`config.mk`:
```
export PLATFORM = sky130hd
export DESIGN_NAME = imem_loader_flat
export DESIGN_NICKNAME = d
export VERILOG_FILES = /design/src/rtl/imem_loader_pkg.sv /design/src/rtl/imem_loader_if.sv /design/src/rtl/imem_loader_word_assembler.sv /design/src/rtl/imem_loader.sv /design/src/flat_wrapper.sv
export SDC_FILE = /design/constraint.sdc
export NUM_CORES = 1
export LEC_CHECK = 0
export CAP_MARGIN = 10
export CORE_ASPECT_RATIO = 1.1
export CORE_UTILIZATION = 32
export DETAILED_ROUTE_END_ITERATION = 8
export GPL_ROUTABILITY_DRIVEN = 1
export PLACE_DENSITY = 0.53
export SLEW_MARGIN = 20
export SYNTH_ARGS = -nofsm -noshare
export SYNTH_HDL_FRONTEND = slang
export SYNTH_SLANG_ARGS = --single-unit
export TNS_END_PERCENT = 100
```
`constraint.sdc`:
```
create_clock -name clk -period 2.3 [get_ports clk]
set_input_delay 0.345 -clock clk [delete_from_list [all_inputs] [get_ports clk]]
set_output_delay 0.345 -clock clk [all_outputs]
set_load 0.05 [all_outputs]
```
`src/rtl/imem_loader_pkg.sv`:
```
// Shared types and constants for the instruction-memory boot loader.
package loader_pkg;

  typedef enum logic [2:0] {
    ST_IDLE   = 3'd0,
    ST_LEN_LO = 3'd1,
    ST_LEN_HI = 3'd2,
    ST_DATA   = 3'd3,
    ST_CSUM   = 3'd4,
    ST_DONE   = 3'd5,
    ST_ERR    = 3'd6
  } loader_state_t;

  localparam int unsigned HDR_BYTES      = 2;
  localparam int unsigned BYTES_PER_WORD = 4;

endpackage

```
`src/rtl/imem_loader_if.sv`:
```
// Byte-stream handshake plus instruction-memory write port seen by the loader.
interface imem_loader_if;

  logic        byte_valid;
  logic [7:0]  byte_data;
  logic        byte_ready;
  logic        wr_en;
  logic [31:0] wr_addr;
  logic [31:0] wr_data;

  modport master (
    output byte_valid, byte_data,
    input  byte_ready, wr_en, wr_addr, wr_data
  );

  modport slave (
    input  byte_valid, byte_data,
    output byte_ready, wr_en, wr_addr, wr_data
  );

endinterface

```
`src/rtl/imem_loader_word_assembler.sv`:
```
// Packs accepted bytes little-endian into 32-bit words; flags the fourth byte.
module word_assembler
  import loader_pkg::*;
(
  input  logic        clk,
  input  logic        rst_n,
  input  logic        clr,
  input  logic [7:0]  byte_in,
  input  logic        byte_en,
  output logic [31:0] word_out,
  output logic        word_done
);

  logic [1:0]  lane_q, lane_d;
  logic [23:0] low_q, low_d;

  always_comb begin
    lane_d = lane_q;
    low_d  = low_q;
    if (clr) begin
      lane_d = '0;
      low_d  = '0;
    end else if (byte_en) begin
      case (lane_q)
        2'd0:    low_d[7:0]   = byte_in;
        2'd1:    low_d[15:8]  = byte_in;
        2'd2:    low_d[23:16] = byte_in;
        default: ;
      endcase
      lane_d = lane_q + 2'd1;
    end
  end

  // Top byte comes straight from the input so the word is complete on the lane-3 accept.
  assign word_done = byte_en && !clr && (lane_q == 2'(BYTES_PER_WORD - 1));
  assign word_out  = {byte_in, low_q};

  always_ff @(posedge clk or negedge rst_n) begin
    if (!rst_n) begin
      lane_q <= '0;
      low_q  <= '0;
    end else begin
      lane_q <= lane_d;
      low_q  <= low_d;
    end
  end

endmodule

```
`src/rtl/imem_loader.sv`:
```
// Boot loader: parses LEN/payload/checksum stream, writes instruction memory,
// then releases the core via cpu_run.
module imem_loader
  import loader_pkg::*;
#(
  parameter int unsigned DEPTH = 1024,
  parameter int unsigned CNT_W = 16
) (
  input  logic          clk,
  input  logic          rst_n,
  input  logic          start,
  imem_loader_if.slave  bus,
  output logic          busy,
  output logic          cpu_run,
  output logic          error
);

  localparam int unsigned IDX_W = $clog2(DEPTH) + 1;

  loader_state_t    state_q, state_d;
  logic [IDX_W-1:0] idx_q, idx_d;
  logic [7:0]       len_lo_q, len_lo_d;
  logic [CNT_W-1:0] len_q, len_d;
  logic [7:0]       csum_q, csum_d;

  logic             byte_ready_q, busy_q, cpu_run_q, error_q, wr_en_q;
  logic [31:0]      wr_addr_q, wr_data_q;

  logic                     accept;
  logic                     asm_clr, asm_en, word_done;
  logic [31:0]              word_out;
  logic [8*HDR_BYTES-1:0]   hdr_raw;
  logic [CNT_W-1:0]         hdr_n;
  logic                     restartable, load_active_d;

  assign accept      = bus.byte_valid && byte_ready_q;
  assign restartable = (state_q == ST_IDLE) || (state_q == ST_DONE) || (state_q == ST_ERR);
  assign asm_clr     = start && restartable;
  assign asm_en      = accept && (state_q == ST_DATA);
  assign hdr_raw     = {bus.byte_data, len_lo_q};
  assign hdr_n       = CNT_W'(hdr_raw);

  word_assembler u_asm (
    .clk       (clk),
    .rst_n     (rst_n),
    .clr       (asm_clr),
    .byte_in   (bus.byte_data),
    .byte_en   (asm_en),
    .word_out  (word_out),
    .word_done (word_done)
  );

  always_comb begin
    state_d  = state_q;
    idx_d    = idx_q;
    len_lo_d = len_lo_q;
    len_d    = len_q;
    csum_d   = csum_q;
    case (state_q)
      ST_IDLE, ST_DONE, ST_ERR: begin
        if (start) begin
          state_d = ST_LEN_LO;
          idx_d   = '0;
          csum_d  = '0;
        end
      end
      ST_LEN_LO: begin
        if (accept) begin
          len_lo_d = bus.byte_data;
          state_d  = ST_LEN_HI;
        end
      end
      ST_LEN_HI: begin
        if (accept) begin
          len_d = hdr_n;
          if (hdr_n == '0)                state_d = ST_CSUM;
          else if (32'(hdr_n) > DEPTH)    state_d = ST_ERR;
          else                            state_d = ST_DATA;
        end
      end
      ST_DATA: begin
        if (accept) begin
          csum_d = csum_q + bus.byte_data;
          if (word_done) begin
            idx_d = idx_q + IDX_W'(1);
            if (32'(idx_q) + 32'd1 == 32'(len_q)) state_d = ST_CSUM;
          end
        end
      end
      ST_CSUM: begin
        if (accept) state_d = (bus.byte_data == csum_q) ? ST_DONE : ST_ERR;
      end
      default: state_d = ST_IDLE;
    endcase
  end

  assign load_active_d = (state_d == ST_LEN_LO) || (state_d == ST_LEN_HI) ||
                         (state_d == ST_DATA)   || (state_d == ST_CSUM);

  // Status outputs are registered from the next state so they track the FSM with no extra lag.
  always_ff @(posedge clk or negedge rst_n) begin
    if (!rst_n) begin
      state_q      <= ST_IDLE;
      idx_q        <= '0;
      len_lo_q     <= '0;
      len_q        <= '0;
      csum_q       <= '0;
      byte_ready_q <= 1'b0;
      busy_q       <= 1'b0;
      cpu_run_q    <= 1'b0;
      error_q      <= 1'b0;
      wr_en_q      <= 1'b0;
      wr_addr_q    <= '0;
      wr_data_q    <= '0;
    end else begin
      state_q      <= state_d;
      idx_q        <= idx_d;
      len_lo_q     <= len_lo_d;
      len_q        <= len_d;
      csum_q       <= csum_d;
      byte_ready_q <= load_active_d;
      busy_q       <= load_active_d;
      cpu_run_q    <= (state_d == ST_DONE);
      error_q      <= (state_d == ST_ERR);
      wr_en_q      <= asm_en && word_done;
      if (asm_en && word_done) begin
        wr_addr_q <= 32'(idx_q) << 2;
        wr_data_q <= word_out;
      end
    end
  end

  assign bus.byte_ready = byte_ready_q;
  assign bus.wr_en      = wr_en_q;
  assign bus.wr_addr    = wr_addr_q;
  assign bus.wr_data    = wr_data_q;
  assign busy           = busy_q;
  assign cpu_run        = cpu_run_q;
  assign error          = error_q;

endmodule

```
`src/flat_wrapper.sv`:
```
// flat-port wrapper written by rule: the top's interface ports become plain ports
module imem_loader_flat import loader_pkg::*;
#(
  parameter int unsigned DEPTH = 1024,
  parameter int unsigned CNT_W = 16
)
  (clk, rst_n, start, busy, cpu_run, error, bus_byte_valid, bus_byte_data, bus_byte_ready, bus_wr_en, bus_wr_addr, bus_wr_data);
  imem_loader_if bus_i ();
  input  logic clk;
  input  logic rst_n;
  input  logic start;
  output logic busy;
  output logic cpu_run;
  output logic error;
  input wire logic [$bits(bus_i.byte_valid)-1:0] bus_byte_valid;
  input wire logic [$bits(bus_i.byte_data)-1:0] bus_byte_data;
  output wire logic [$bits(bus_i.byte_ready)-1:0] bus_byte_ready;
  output wire logic [$bits(bus_i.wr_en)-1:0] bus_wr_en;
  output wire logic [$bits(bus_i.wr_addr)-1:0] bus_wr_addr;
  output wire logic [$bits(bus_i.wr_data)-1:0] bus_wr_data;
  assign bus_i.byte_valid = bus_byte_valid;
  assign bus_i.byte_data = bus_byte_data;
  assign bus_byte_ready = bus_i.byte_ready;
  assign bus_wr_en = bus_i.wr_en;
  assign bus_wr_addr = bus_i.wr_addr;
  assign bus_wr_data = bus_i.wr_data;
  imem_loader #(.DEPTH(DEPTH), .CNT_W(CNT_W)) u_core (.clk(clk), .rst_n(rst_n), .start(start), .bus(bus_i), .busy(busy), .cpu_run(cpu_run), .error(error));
endmodule
```
==> results of run 1 <==
[power by group]
| part | total [µW] | internal (µW) | switching (µW) |
|---|---|---|---|
| Clock | 2560 | 1700 | 853 |
| Sequential | 2950 | 2600 | 346 |
| Combinational | 3090 | 1290 | 1790 |
[registers in the layout (all words and copies together) (netlist names)]
register and cells:
u_core.bus.byte_ready 1, u_core.bus.wr_addr 11, u_core.bus.wr_data 32, u_core.bus.wr_en 1, u_core.cpu_run 1, u_core.csum_q 8, u_core.error 1, u_core.idx_q 11
u_core.len_lo_q 8, u_core.len_q 16, u_core.state_q 3, u_core.u_asm.lane_q 2, u_core.u_asm.low_q 24
[layout by cell type, fill, tap and decap left out, types with 3 or more instances in the layout]
cell type / count
sky130_fd_sc_hd__and3_1: 4
sky130_fd_sc_hd__nand3_1: 31
sky130_fd_sc_hd__buf_12: 5
sky130_fd_sc_hd__a21o_1: 4
sky130_fd_sc_hd__clkbuf_16: 17
sky130_fd_sc_hd__nor2_1: 16
sky130_fd_sc_hd__mux2_2: 24
sky130_fd_sc_hd__dfrtp_1: 119
sky130_fd_sc_hd__conb_1: 21
sky130_fd_sc_hd__and4_1: 3
sky130_fd_sc_hd__ha_1: 12
sky130_fd_sc_hd__o31ai_1: 4
sky130_fd_sc_hd__a211oi_1: 3
sky130_fd_sc_hd__nor4_2: 3
sky130_fd_sc_hd__a21oi_1: 35
sky130_fd_sc_hd__nor3_1: 6
sky130_fd_sc_hd__nand4_1: 6
sky130_fd_sc_hd__o21ai_0: 25
sky130_fd_sc_hd__a31oi_1: 3
sky130_fd_sc_hd__nand2_1: 181
sky130_fd_sc_hd__inv_1: 9
sky130_fd_sc_hd__clkbuf_8: 5
sky130_fd_sc_hd__o22ai_1: 7
sky130_fd_sc_hd__xnor2_1: 18
sky130_fd_sc_hd__buf_4: 49
sky130_fd_sc_hd__xor2_1: 9
sky130_fd_sc_hd__clkdlybuf4s50_1: 58
[cell families (layout without fill, tap and decap cells)]
logic type | Yosys count | after routing | share of synthesized area (%)
adders and majority gates | 13 | 13 | 2.94
DFF | 119 | 119 | 51.5
xor gates and xnor gates | 27 | 27 | 4.09
other | 1 | 21 | 0.0648
AOI/OAI and AO/OA | 93 | 93 | 9.63
buffers and inverters | 66 | 149 | 6.08
and+or+nand+nor | 271 | 271 | 20.9
muxes | 25 | 25 | 4.85
[synth_stat cells, drive strengths merged, types with 2 or more instances]
| cell type | n |
|---|---|
| nor3 | 7 |
| and3 | 5 |
| nor2 | 17 |
| dfrtp | 119 |
| xor2 | 9 |
| nor2b | 2 |
| nand2 | 182 |
| a31oi | 3 |
| nand3 | 31 |
| a22oi | 2 |
| clkbuf | 22 |
| o22ai | 7 |
| a211oi | 3 |
| nand3b | 2 |
| inv | 9 |
| nor4 | 5 |
| nand4 | 6 |
| xnor2 | 18 |
| a31o | 2 |
| and2 | 2 |
| a21oi | 35 |
| a21o | 4 |
| o21ai | 25 |
| o31ai | 4 |
| buf | 35 |
| or3 | 3 |
| ha | 12 |
| and4 | 3 |
| mux2 | 24 |
| nand2b | 2 |
| or2 | 2 |
[worst min path at each step]
stage / from / endpoint / slack [ps]
floorplan: rst_n / u_core.bus.byte_ready$_DFF_PN0_ / 50
global placement: rst_n / u_core.bus.wr_data[9]$_DFFE_PN0P_ / 310
detailed placement: rst_n / u_core.bus.wr_data[10]$_DFFE_PN0P_ / 320
CTS: rst_n / u_core.bus.wr_data[19]$_DFFE_PN0P_ / 430
global route: rst_n / u_core.bus.wr_data[12]$_DFFE_PN0P_ / 480
finish: rst_n / u_core.bus.wr_data[10]$_DFFE_PN0P_ / 440
[per-stage QoR]
stage / instances / power, µW / TNS (ps) / hold WS [ps]
6_report: 956 / 8590 / 0 / 439
4_1_cts: 956 / 8660 / 0 / 434
3_5_place_dp: 928 / 6060 / -1680 / 324
3_3_place_gp: 928 / 5990 / -1240 / 308
5_1_grt: 956 / 9100 / 0 / 477
2_1_floorplan: 635 / 5010 / 0 / 49.4
[layout make-up]
| cell class | count | area, µm² |
|---|---|---|
| inverters | 9 | 33.8 |
| well taps | 238 | 298 |
| repair buffers | 113 | 1060 |
| flip-flops and latches | 119 | 2980 |
| fillers | 1711 | 10200 |
| clock buffers | 23 | 498 |
| multi-input cells | 450 | 2550 |
| clock inverters | 4 | 70.1 |
[layer usage]
metal / vias up / global-route usage (%)
met5: - / 0
met4: 0 / 6.92
met3: 12 / 3.48
met2: 96 / 26.3
met1: 2148 / 20.6
li1: 2222 / -
[critical path, stage by stage, from the launching register on]
cell	delay (ps)
sky130_fd_sc_hd__dfrtp_1	440
sky130_fd_sc_hd__ha_1	250
sky130_fd_sc_hd__buf_4	160
sky130_fd_sc_hd__nand2_1	120
sky130_fd_sc_hd__a21oi_1	80
sky130_fd_sc_hd__o32a_1	290
sky130_fd_sc_hd__o41a_1	140
sky130_fd_sc_hd__or3_4	420
sky130_fd_sc_hd__a21oi_1	180
[timing repair]
item,in CTS,in global routing
endpoints found under the hold margin,30,0
resized for setup,0,4
hold buffers,1,0
setup endpoints to repair,0,6
buffers inserted,0,0
==> flow_summary_export.csv, run 1 <==
group,metric,value,unit
sta,final_hold_viol_count,0,
sta,worst_slew_pin_slew,518,ps
route,drtAntennaViolNets,0,
placed_design,dpl.hpwl,10.0,mm
placed_design,dpl_worst_slack,-281,ps
critical_path,end_of_the_worst_register_to_register_path,"u_core.cpu_run$_DFF_PN0_",
clock_tree,cts.sinks,119,
route,drc,0,
sta,fmax,0.461,GHz
finish,drive_above_1_share,16.6,%
sta,grt_setup_unrepaired,"no",
clock_tree,clock_insertion_delay_worst_skew,400,ps
placed_design,routabilityCongestion,0.861,
finish,n_antenna_cell,0,
clock_tree,cts_buffers,17,
global_routing,first_pass_grt_wire_length,22.8,mm
placed_design,dpl_cell_area,6890,µm²
die,rows,51,
synth,synthesized_flop_and_latch_total,119,
sta,slew_viols_final,0,
status,run_status,"finished, final reports clean",
route,detail_route.wirelength.met1,6.31,mm
die,floorplan.die_area,18600,µm²
critical_path,worst-r2r-cell-count,8,
sta,timing.final.crit_period,2170,ps
synth,postSynthAreaPerCell,9.41,µm²
synth,post_synth_cell_types,52,
clock_tree,htreeDepth,4,
pwr,p_leak,0.00346,µW
route,routed_vias_inst,4.68,
global_routing,grt_residual_overflow,0,
pwr,cellPowerDensity,1150,nW/µm²
synth,syn-instance-count,615,
global_routing,grt_max_degree,51,
global_routing,grt_antenna_before_repair,0,
synth,syn-cell-area,5780,µm²
pwr,max-vdd-ir-drop,617,µV
finish,finalCoreUtilization,42.4,%
synth,yosys_warning_total,0,
critical_path,criticalPathCategory,"register to register",
route,via_count,4478,
run,cap_violations,0,
sta,timing.final.ws_setup,131,ps
route,routed-wl-met3,506,µm
die,die_height,143,µm
critical_path,worst_ep_required_time,2610,ps
placed_design,place.port_buffers,59,
worst_hold_path,hold_path.class,"primary input to async pin",
route,top_routing_layer_in_use,"met4",
clock_tree,cts-root-to-sink-buffers,2,
sta,worst_slew_margin_rel,65.3,%
synth,synth_largest_type_area_fraction,51.5,%
route,totalWireLength,13.9,mm
finish,area_growth_syn_to_layout,29.4,%
die,floorplan.initialDensity,32.7,%
critical_path,cp_data_arrival_time,2480,ps
finish,fin_area,7490,µm²
route,routed_wire_length_per_instance,14.5,µm
critical_path,worstPathMaxFanout,5,
synth,synth_area_leaders,"sky130_fd_sc_hd__dfrtp_1 (51%), sky130_fd_sc_hd__nand2_1 (12%), sky130_fd_sc_hd__mux2_2 (4.7%)",
critical_path,worstSetupStartpointType,"register",
die,coreArea,17700,µm²
critical_path,cp-startpoint,"u_core.idx_q[0]$_DFFE_PN0P_",
route,dr.pass1.iters,4,
global_routing,first_global_vias,4490,
synth,synth_top_cell_by_area,"sky130_fd_sc_hd__dfrtp_1",
critical_path,worstSetupEndpointType,"register",
clock_tree,root_buffer,"sky130_fd_sc_hd__clkbuf_16",
route,drtIter0Drc,276,
critical_path,crit_end,"u_core.cpu_run$_DFF_PN0_",
finish,fin_nets,735,
critical_path,rr_startpoint,"u_core.idx_q[0]$_DFFE_PN0P_",
die,floorplan.die.width,130,µm
sta,fin_skew,7.75,ps
clock_tree,clk_pin_slew_worst_paths,50,ps
die,io_pins,81,
synth,number_of_enable_type_register_cells_in_the_synthesized_netlist,0,
critical_path,worst-r2r-setup-slack,130,ps
synth,synth_seq_area_share,51.5,%
clock_tree,tritoncts,"yes",
route,wl_met2,6.76,mm
synth,ys_async_sr_fraction,100,%
global_routing,groute.usage.overall,16.2,%
sta,report.final.setup_viol,0,
synth,yosys_most_used_dff,"sky130_fd_sc_hd__dfrtp_1",
sta,final_min_period_over_clock_period,94.3,%
Power figures use the tool's default switching activity.
==> run 2: changes to the inputs <==
SETUP_SLACK_MARGIN = 0.5   (was unset)
TNS_END_PERCENT = unset   (was 100)
==> flow_summary_export.csv, run 2 (synthesized netlist as in run 1, its figures left out) <==
group,metric,value,unit
route,routed_wire_length_per_instance,15.4,µm
route,drtAntennaViolNets,0,
die,floorplan.initialDensity,32.7,%
sta,grt_setup_unrepaired,"yes",
placed_design,dpl.hpwl,10.0,mm
sta,fmax,0.483,GHz
placed_design,dpl_worst_slack,-260,ps
pwr,cellPowerDensity,1140,nW/µm²
die,floorplan.die.width,130,µm
global_routing,met3_usage,2.70,%
clock_tree,clock_insertion_delay_worst_skew,420,ps
global_routing,grt.met2_usage,29.1,%
worst_hold_path,hold_path.class,"primary input to async pin",
global_routing,grt_antenna_before_repair,0,
global_routing,first_global_vias,4621,
sta,slew_viols_final,0,
clock_tree,cts.sinks,119,
placed_design,routabilityCongestion,0.841,
global_routing,grt_busiest_layer,"met2",
route,totalWireLength,15.2,mm
status,run_status,"finished, final reports clean",
clock_tree,cts-root-to-sink-buffers,2,
finish,fin_nets,760,
clock_tree,root_buffer,"sky130_fd_sc_hd__clkbuf_16",
global_routing,grt_max_degree,61,
clock_tree,cts_buffers,17,
finish,n_antenna_cell,0,
route,drtIter0Drc,314,
sta,fin_skew,5.51,ps
critical_path,worst-r2r-cell-count,7,
sta,final_min_period_over_clock_period,90.1,%
route,via_count,4708,
sta,report.final.setup_viol,0,
placed_design,place.port_buffers,59,
critical_path,worst-r2r-setup-slack,230,ps
global_routing,groute.usage.overall,17.2,%
finish,most-common-layout-cells,"sky130_fd_sc_hd__nand2_1 (179), sky130_fd_sc_hd__dfrtp_1 (115), sky130_fd_sc_hd__buf_4 (69)",
critical_path,criticalPathCategory,"register to register",
route,dr.pass1.iters,4,
global_routing,groute.layer.met1.usage,21.4,%
critical_path,rr_startpoint,"u_core.idx_q[0]$_DFFE_PN0P_",
sta,timing.final.crit_period,2070,ps
global_routing,grt_residual_overflow,0,
pwr,p_leak,0.00384,µW
die,coreArea,17700,µm²
clock_tree,clk_pin_slew_worst_paths,60,ps
critical_path,end_of_the_worst_register_to_register_path,"u_core.state_q[2]$_DFF_PN0_",
critical_path,worstPathMaxFanout,4,
critical_path,worstSetupEndpointType,"register",
die,die_height,143,µm
critical_path,worstSetupStartpointType,"register",
die,io_pins,81,
critical_path,cp_data_arrival_time,2410,ps
finish,drive_above_1_share,24.7,%
route,drc,0,
clock_tree,tritoncts,"yes",
route,routed_vias_inst,4.77,
sta,final_hold_viol_count,0,
die,floorplan.die_area,18600,µm²
finish,area_growth_syn_to_layout,36.5,%
clock_tree,htreeDepth,4,
sta,timing.final.ws_setup,228,ps
finish,largest_register_ff_count,32,
finish,mostFrequentLayoutCell,"sky130_fd_sc_hd__nand2_1",
die,rows,51,
run,cap_violations,0,
sta,final_total_negative_setup_slack,0,ps
pwr,max-vdd-ir-drop,644,µV
critical_path,worst_ep_required_time,2630,ps
global_routing,first_pass_grt_wire_length,24.1,mm
-- run 2: changes by cell type in the layout (fill, tap and decap cells not counted), sizes merged, moves of 2 or more --
cell and delta:
buf +23, clkinv +2, inv +4, dlygate4sd2 +50
clkdlybuf4s50 -52, clkbuf -3, clkinvlp +5
-- run 2: worst max-delay path, cell delays in order (launching register included) --
cell	delay, ps
sky130_fd_sc_hd__dfrtp_2	420
sky130_fd_sc_hd__ha_4	170
sky130_fd_sc_hd__and3_4	200
sky130_fd_sc_hd__and4_4	250
sky130_fd_sc_hd__xnor2_2	120
sky130_fd_sc_hd__nand4_1	240
sky130_fd_sc_hd__or3_4	430
sky130_fd_sc_hd__a32oi_2	170
-- run 2: how the worst max path moves through the flow --
stage | cells after the start | from | to | slack, ps
after floorplan | 7 | u_core.state_q[2]$_DFF_PN0_ | u_core.state_q[2]$_DFF_PN0_ | 360
after global placement | 8 | bus_byte_data[3] | u_core.bus.byte_ready$_DFF_PN0_ | -240
after detailed placement | 8 | bus_byte_data[3] | u_core.bus.byte_ready$_DFF_PN0_ | -260
after CTS | 7 | u_core.idx_q[0]$_DFFE_PN0P_ | u_core.state_q[2]$_DFF_PN0_ | 270
after global routing | 7 | u_core.idx_q[0]$_DFFE_PN0P_ | u_core.state_q[2]$_DFF_PN0_ | 140
final | 7 | u_core.idx_q[0]$_DFFE_PN0P_ | u_core.state_q[2]$_DFF_PN0_ | 230
-- run 2: layout make-up --
type,instances,area (µm²)
Clock buffer,18,429
Clock inverter,14,126
Fill cell,1725,9780
Inverter,9,36.3
Multi-Input combinational cell,450,2790
Sequential cell,119,2980
Tap cell,238,298
Timing Repair Buffer,138,1240
-- run 2: metrics by stage --
| stage | cells | util [%] | power, µW | instance area [µm²] | hold WS [ps] |
|---|---|---|---|---|---|
| after CTS | 973 | 43.3 | 8790 | 7660 | 283 |
| after floorplan | 635 | - | 5110 | 5950 | 49.4 |
| final | 986 | 44.7 | 9000 | 7900 | 293 |
| after detailed placement | 927 | 39.1 | 6140 | 6920 | 183 |
| after global routing | 986 | 44.7 | 9490 | 7900 | 308 |
| after global placement | 927 | 39.1 | 6070 | 6920 | 181 |
-- run 2: report_power, final --
group          internal [µW]  switching, µW  total, µW
Combinational           1530           2010       3540
Clock                   1490           1010       2500
Sequential              2600            358       2960
-- run 2: repair_timing --
item / CTS / global route
hold buffers: 1 / 0
pin swaps: 14 / 14
buffers inserted: 13 / 10
endpoints found under the setup margin: 103 / 60
cloned: 0 / 3
hold endpoints to repair: 6 / 0
resized for setup: 80 / 32
-- run 2: metal layers --
metal / wire length (µm) / share of wire (%)
met4: 207 / 1.4
met3: 348 / 2.3
met1: 6810 / 45
met5: 0 / 0
met2: 7800 / 51
